===== config.mk =====
export PLATFORM = sky130hd
export DESIGN_NAME = datacache_victim_ctrl
export DESIGN_NICKNAME = d
export VERILOG_FILES = /design/src/rtl/datacache_victim_pkg.sv /design/src/rtl/datacache_victim_ctrl.sv
export SDC_FILE = /design/constraint.sdc
export NUM_CORES = 1
export LEC_CHECK = 0
export BUFFER_PORTS_ARGS = -buffer_cell sky130_fd_sc_hd__clkbuf_2
export CAP_MARGIN = 10
export CORE_MARGIN = 8
export CORE_UTILIZATION = 51
export DETAILED_ROUTE_END_ITERATION = 6
export GPL_TIMING_DRIVEN = 0
export PLACE_DENSITY = 0.95
export SLEW_MARGIN = 10
export SYNTH_ARGS = -nofsm -noshare
export SYNTH_HDL_FRONTEND = slang
export SYNTH_SLANG_ARGS = --single-unit

===== constraint.sdc =====
create_clock -name clk -period 3.4 [get_ports clk]
set_clock_uncertainty 0.05 [all_clocks]
set_input_delay 0.51 -clock clk [delete_from_list [all_inputs] [get_ports clk]]
set_output_delay 0.51 -clock clk [all_outputs]
set_load 0.03 [all_outputs]

===== src/rtl/datacache_victim_pkg.sv =====
// Shared types for the L1 D-cache victim-buffer controller.
package datacache_victim_pkg;

  localparam int VC_ADDR_W = 32;

  typedef enum logic {
    VC_IDLE      = 1'b0,
    VC_WRITEBACK = 1'b1
  } vc_state_t;

endpackage


===== src/rtl/datacache_victim_ctrl.sv =====
// Sequencing controller for the single-entry D-cache victim buffer: tag/valid
// tracking, lookup answers, array strobes and dirty-line writeback to L2.
module datacache_victim_ctrl
  import datacache_victim_pkg::*;
#(
  parameter int s_offset  = 5,
  parameter int cnt_width = 32
) (
  input  logic                 clk,
  input  logic                 rst,
  input  logic                 evict_valid,
  input  logic                 evict_dirty,
  input  logic [31:0]          evict_addr,
  output logic                 evict_ready,
  input  logic                 lookup_valid,
  input  logic [31:0]          lookup_addr,
  output logic                 lookup_hit,
  output logic                 vb_load,
  output logic                 vb_read,
  output logic                 mem_write,
  output logic [31:0]          mem_addr,
  input  logic                 mem_resp,
  output logic                 busy,
  output logic [cnt_width-1:0] wb_count,
  output logic                 o_dbg_state
);

  localparam int TAG_W = VC_ADDR_W - s_offset;

  // Handshake: an eviction transfers on a cycle where evict_valid && evict_ready;
  // evict_valid may be held and evict_ready may drop while waiting.

  vc_state_t            r_state, w_state_nx;
  logic                 r_valid, w_valid_nx;
  logic                 r_take_pend, w_take_pend_nx;
  logic [TAG_W-1:0]     r_tag, w_tag_nx;
  logic [cnt_width-1:0] r_wb_count, w_wb_count_nx;

  logic w_tag_match;

  assign w_tag_match = (lookup_addr[VC_ADDR_W-1:s_offset] == r_tag);

  // A line already claimed by the D-cache must not be handed out twice.
  assign lookup_hit  = lookup_valid && r_valid && !r_take_pend && w_tag_match;
  // The array forwards datain on load&&read, so a hit blocks a same-cycle load.
  assign evict_ready = (r_state == VC_IDLE) && !lookup_hit;
  assign vb_load     = evict_valid && evict_ready;
  assign vb_read     = lookup_hit || (r_state == VC_WRITEBACK);
  assign mem_write   = (r_state == VC_WRITEBACK);
  assign mem_addr    = {r_tag, {s_offset{1'b0}}};
  assign busy        = (r_state == VC_WRITEBACK);
  assign wb_count    = r_wb_count;
  assign o_dbg_state = r_state;

  always_comb begin
    w_state_nx     = r_state;
    w_valid_nx     = r_valid;
    w_take_pend_nx = r_take_pend;
    w_tag_nx       = r_tag;
    w_wb_count_nx  = r_wb_count;

    unique case (r_state)
      VC_IDLE: begin
        if (vb_load) begin
          w_tag_nx       = evict_addr[VC_ADDR_W-1:s_offset];
          w_valid_nx     = 1'b1;
          w_take_pend_nx = 1'b0;
          w_state_nx     = evict_dirty ? VC_WRITEBACK : VC_IDLE;
        end else if (lookup_hit) begin
          w_valid_nx = 1'b0;
        end
      end
      VC_WRITEBACK: begin
        if (lookup_hit) begin
          w_take_pend_nx = 1'b1;
        end
        if (mem_resp) begin
          w_state_nx = VC_IDLE;
          if (!(&r_wb_count)) begin
            w_wb_count_nx = r_wb_count + {{(cnt_width-1){1'b0}}, 1'b1};
          end
          // A line taken during the writeback leaves the buffer once L2 has it.
          if (r_take_pend || lookup_hit) begin
            w_valid_nx = 1'b0;
          end
          w_take_pend_nx = 1'b0;
        end
      end
      default: w_state_nx = VC_IDLE;
    endcase
  end

  always_ff @(posedge clk) begin
    if (rst) begin
      r_state     <= VC_IDLE;
      r_valid     <= 1'b0;
      r_take_pend <= 1'b0;
      r_tag       <= '0;
      r_wb_count  <= '0;
    end else begin
      r_state     <= w_state_nx;
      r_valid     <= w_valid_nx;
      r_take_pend <= w_take_pend_nx;
      r_tag       <= w_tag_nx;
      r_wb_count  <= w_wb_count_nx;
    end
  end

endmodule

; ---- Word-level counts from Yosys, hierarchy flattened
; Cells that the tools add are included.
; Widths: inputs -> output; s select.
[op_classes]
n_bitwise = 2
muxes = 13
n_reduce_logical = 14
add_sub_neg = 1
eq_ne = 6
[ops]
columns = operator, n
row1 = $add 32x1->32 const B, 1
row2 = $reduce_and 32->1, 1
row3 = $eq 27x27->1, 1
row4 = $mux 1, 10
row5 = $ne 3x3->1 const B, 2
row6 = $pmux 1 s2, 3
row7 = $reduce_and 3->1, 2
row8 = $logic_and 1x1->1, 5
row9 = $ne 2x2->1 const B, 2
row10 = $reduce_and 2->1, 2
row11 = $logic_not 1->1, 2
row12 = $logic_or 1x1->1, 2
row13 = $ne 2x1->1 const B, 1
row14 = $not 1->1, 2
[word_totals]
inputBits = 70
reg_bits = 62
output_inout_bits = 71

; ---- Logic depth before layout (Yosys ltp)
[logic_depth]
word_depth = 8
ltp_mapped = 7
depth_no_buf = 6

; ---- Least setup slack after synthesis
; No wires, ideal clock.
[synth_path]
kind = input to output
from = input lookup_addr[28]
to = output evict_ready
arrival_time_ns = 2.314
slack_ns = 0.526
required_ns = 2.840
path_stages = 5
path_buffers = 0
cell_sequence = xor2_1 > nor4_1 > nand4_1 > o21ai_0 > inv_1
[synth_between]
elab_chain_len = 4
[synth_rtl]
columns = item, line_no
row1 = from (decl), datacache_victim_ctrl.sv:16  ; input logic [31:0] lookup_addr,
row2 = $eq 27x27->1, datacache_victim_ctrl.sv:41  ; assign w_tag_match = (lookup_addr[VC_ADDR_W-1:s_offset] == r_tag);
row3 = $logic_and 1x1->1, datacache_victim_ctrl.sv:44  ; assign lookup_hit = lookup_valid && r_valid && !r_take_pend && w_tag_match;
row4 = $logic_not 1->1, datacache_victim_ctrl.sv:46  ; assign evict_ready = (r_state == VC_IDLE) && !lookup_hit;
row5 = $logic_and 1x1->1, datacache_victim_ctrl.sv:46
row6 = to (decl), datacache_victim_ctrl.sv:14  ; output logic evict_ready,
; No other way between the ends.

; ---- Final worst setup path
[layout_path]
from = register r_tag[19]
to = output vb_load
[layout_between]
elab_chain_len = 5
[layout_rtl]
columns = item, line_no
row1 = from (decl), datacache_victim_ctrl.sv:36  ; logic [TAG_W-1:0] r_tag, w_tag_nx;
row2 = from (signal assigned), datacache_victim_ctrl.sv:104  ; r_tag <= w_tag_nx;
row3 = $eq 27x27->1, datacache_victim_ctrl.sv:41
row4 = $logic_and 1x1->1, datacache_victim_ctrl.sv:44
row5 = $logic_not 1->1, datacache_victim_ctrl.sv:46
row6 = $logic_and 1x1->1, datacache_victim_ctrl.sv:46
row7 = $logic_and 1x1->1, datacache_victim_ctrl.sv:47  ; assign vb_load = evict_valid && evict_ready;
row8 = to (decl), datacache_victim_ctrl.sv:18  ; output logic vb_load,
; No other way between the ends.

==> run_results.csv <==
group,metric,value,unit
die,core_region_area,6280,sq um
placement,buffer_ports.inserted,125,
timing,final.period_utilization,88.0,%
worst_setup_path,cp_num_cells,7,
worst_setup_path,critical_path_s_slowest_cell,"sky130_fd_sc_hd__nor4_1",
yosys,synth_cells,388,
min_path,hold_end,"r_tag[21]",
yosys,sequential_element_share_of_the_synthesized_area,38.1,%
routing,routed_wl,10200,microns
routing,detailroute.via_count,3479,
die,ios,141,
clocking,cts-root-buf,"sky130_fd_sc_hd__clkbuf_8",
timing,clock.fmax,0.334,GHz
routing,detail-route-antenna-nets,0,
pwr,ir_worst_vdd,0.228,mV
layout,drive_above_1_share,30.4,%
timing,timing_max_transition_violations_final,0,
timing,period_minus_slack,2.99,ns
die,placementRows,29,
worst_setup_path,timing.critical_path.to_type,"output pin",
yosys,yosys_register_bits,62,
worst_setup_path,worstPathBufferInverterCount,3,
clocking,clock_tree_from_tritoncts,"done",
timing,timing.final.setup_violations,0,
yosys,postSynth.topFlopCell,"sky130_fd_sc_hd__dfxtp_1",
layout,syn_to_final_growth,29.5,%
routing,via_to_cell_ratio,5.70,
timing,timing.slew.headroom,50.1,%
yosys,post_synth_num_cell_types,44,
worst_setup_path,crit-reg2reg-launch,"wb_count[0]",
clocking,worst_skew_pair.late_latency,0.34,ns
placement,post-dp-hpwl,8020,microns
clocking,clk_pin_slew_worst_paths,0.08,ns
clocking,cts.htree.levels,3,
layout,utilization,67.2,%
die,die_y,95.9,microns
global_route,grt_max_degree,12,
worst_setup_path,crit_type,"reg -> out",
routing,detail_route.first_pass.iterations,5,
worst_setup_path,cp_data_required_time,2.84,ns
layout,final_net_count,599,
worst_setup_path,regToRegSetupSlack,0.91,ns
worst_setup_path,crit_chain,"xor2_1, nor4_1, nand4_1, o211a_1, clkbuf_1, buf_2, clkbuf_2",
worst_setup_path,cp.arrival,2.43,ns
yosys,synth_enable_flop_cells,0,
routing,drc_errors,0,
worst_setup_path,timing.critical_path.slowest_cell_delay,0.46,ns
timing,grt_setup_unrepaired,"no",
worst_setup_path,timing.critical_path.fanout_max,10,
worst_setup_path,setup.worst_path.start_class,"register",
worst_setup_path,rr_worst_depth,6,
clocking,post_cts.resized_instances,0,
placement,placed_area,3990,sq um
layout,n_antenna_cell,0,
global_route,track_usage,22.5,%
timing,worst_slew_pin_slew,0.743,ns
routing,drt-initial-drc-count,210,
min_path,critical_hold_path_startpoint,"evict_addr[26]",
run,max-cap-violations,0,
run_status,run_status,"complete, no violations",
global_route,grt_first_pass_wirelength,16100,microns
yosys,synthesis.area_per_instance,8.39,sq um
die,fp.dieArea,9200,sq um
global_route,first_global_vias,3424,
placement,place_congestion,0.886,
die,floorplan.initialDensity,51.9,%
clocking,cts_inserted_buffers,9,
timing,setup_tns_after_final_layout,0,ns
pwr,total_power,1.75,mW
min_path,type_of_the_worst_min_delay_path,"in -> reg",
clocking,max-clock-path-buffers,2,
global_route,grt-ovfl-total,0,
pwr,leakage,1.88,nW
min_path,hold_depth,3,
layout,post-route-cell-area,4220,sq um
yosys,synth.cell_area,3260,sq um
routing,wl_per_instance,16.7,microns
yosys,synth.yosys.warnings,0,
worst_setup_path,critical-path-top-delay-family,"simple AND/OR/NAND/NOR gates",
yosys,synth_async_sr_flop_share,0,%
clocking,cts.sink_count,62,
clocking,post_cts_buffers,0,
global_route,grt_antenna_before_repair,0,
clocking,post_cts_hold_buffer_count,0,
timing,final-hold-violation-count,0,
worst_setup_path,crit-reg2reg-capture,"wb_count[30]",
pwr,p_per_area,416,nW/um^2
die,die_w,95.9,microns
-- per-layer routing --
metal  vias up  share of wire [%]  GRT usage, %
met1      1586                 38          24.0
met5         -                  0             0
met4         0                1.6          9.48
met2       201                 49          38.8
li1       1679                  -             -
met3        13                 12          8.81
-- cells in the mapped netlist (2+ instances only) --
cell,instances,share of area [%]
sky130_fd_sc_hd__a21oi_1,25,3.8
sky130_fd_sc_hd__and3_1,3,0.58
sky130_fd_sc_hd__and4_1,4,1.1
sky130_fd_sc_hd__buf_2,6,0.92
sky130_fd_sc_hd__buf_4,8,1.8
sky130_fd_sc_hd__clkbuf_1,12,1.4
sky130_fd_sc_hd__dfxtp_1,62,38
sky130_fd_sc_hd__inv_1,8,0.92
sky130_fd_sc_hd__mux2i_1,27,8.3
sky130_fd_sc_hd__nand2_1,72,8.3
sky130_fd_sc_hd__nand3_1,7,1.1
sky130_fd_sc_hd__nand4_1,17,3.3
sky130_fd_sc_hd__nor2_1,10,1.2
sky130_fd_sc_hd__nor2b_1,2,0.38
sky130_fd_sc_hd__nor3_1,5,0.77
sky130_fd_sc_hd__nor4_1,12,2.3
sky130_fd_sc_hd__o2111ai_1,2,0.54
sky130_fd_sc_hd__o211ai_1,2,0.46
sky130_fd_sc_hd__o21a_1,3,0.69
sky130_fd_sc_hd__o21ai_0,14,2.2
sky130_fd_sc_hd__o31a_1,3,0.81
sky130_fd_sc_hd__o31ai_1,12,2.8
sky130_fd_sc_hd__or3_1,13,2.5
sky130_fd_sc_hd__or4_1,11,2.5
sky130_fd_sc_hd__xor2_1,29,7.8
-- power by group --
part / switching, mW / internal, mW
combinational: 0.152 / 0.0928
sequential: 0.0260 / 0.751
clock: 0.301 / 0.430
-- final cells by class --
cell class	count	area (sq um)
clock inverter	6	85.1
clock buffer	10	138
fill	520	2060
inverter	9	33.8
multi-input combinational	295	1860
buffer	26	135
timing repair buffer	125	626
tap	77	96.3
sequential	62	1240
-- worst min-delay path, stage by stage --
cell                       delay [ns]
sky130_fd_sc_hd__clkbuf_2        0.08
sky130_fd_sc_hd__nand2_1         0.05
sky130_fd_sc_hd__mux2i_1         0.05
-- state kept, by name, indices dropped and copies added (netlist names) --
signal / cells
busy: 1
r_tag: 27
r_take_pend: 1
r_valid: 1
wb_count: 32
-- metrics by stage --
stage | setup WS, ns | cells | hold WS (ns)
4_1_cts | 0.368 | 610 | 0.330
3_5_place_dp | 0.521 | 594 | 0.426
6_report | 0.409 | 610 | 0.343
3_3_place_gp | 0.591 | 594 | 0.417
5_1_grt | 0.321 | 610 | 0.337
2_1_floorplan | 0.526 | 392 | 0.439
-- kinds of logic after synthesis --
logic type	after synthesis	synth area share (%)
simple gates	166	27.0
compound gates	65	12.4
flops	62	38.1
buf+inv	35	5.19
xor+xnor	30	8.07
mux	28	8.76
fa+ha+maj	1	0.384
other cells	1	0.115
-- layout by cell type (no fill, tap or decap), types with 2 or more instances in the layout --
cell,n
sky130_fd_sc_hd__and3_1,3
sky130_fd_sc_hd__mux2i_1,27
sky130_fd_sc_hd__or3_1,13
sky130_fd_sc_hd__nor2b_1,2
sky130_fd_sc_hd__o31ai_1,12
sky130_fd_sc_hd__clkinvlp_4,2
sky130_fd_sc_hd__o31a_1,3
sky130_fd_sc_hd__nor2_1,10
sky130_fd_sc_hd__clkbuf_1,12
sky130_fd_sc_hd__bufinv_16,2
sky130_fd_sc_hd__and4_1,4
sky130_fd_sc_hd__conb_1,5
sky130_fd_sc_hd__clkbuf_8,10
sky130_fd_sc_hd__inv_1,8
sky130_fd_sc_hd__or4_1,11
sky130_fd_sc_hd__clkbuf_2,125
sky130_fd_sc_hd__xor2_1,29
sky130_fd_sc_hd__nor4_1,12
sky130_fd_sc_hd__o211ai_1,2
sky130_fd_sc_hd__buf_4,8
sky130_fd_sc_hd__nand3_1,7
sky130_fd_sc_hd__clkinv_2,2
sky130_fd_sc_hd__buf_2,6
sky130_fd_sc_hd__o21ai_0,14
sky130_fd_sc_hd__dfxtp_1,62
sky130_fd_sc_hd__nand4_1,17
sky130_fd_sc_hd__nor3_1,5
sky130_fd_sc_hd__nand2_1,72
sky130_fd_sc_hd__a21oi_1,25
sky130_fd_sc_hd__o21a_1,3
sky130_fd_sc_hd__o2111ai_1,2
-- how the worst max path moves through the flow --
| stage | startpoint | endpoint | slack (ns) |
|---|---|---|---|
| 4_1_cts | r_tag[19] | vb_load | 0.37 |
| 6_report | r_tag[19] | vb_load | 0.41 |
| 3_3_place_gp | lookup_addr[24] | vb_load | 0.59 |
| 2_1_floorplan | lookup_addr[28] | evict_ready | 0.53 |
| 5_1_grt | r_tag[19] | vb_load | 0.32 |
| 3_5_place_dp | lookup_addr[24] | vb_load | 0.52 |
(Power assumes the default switching activity.)
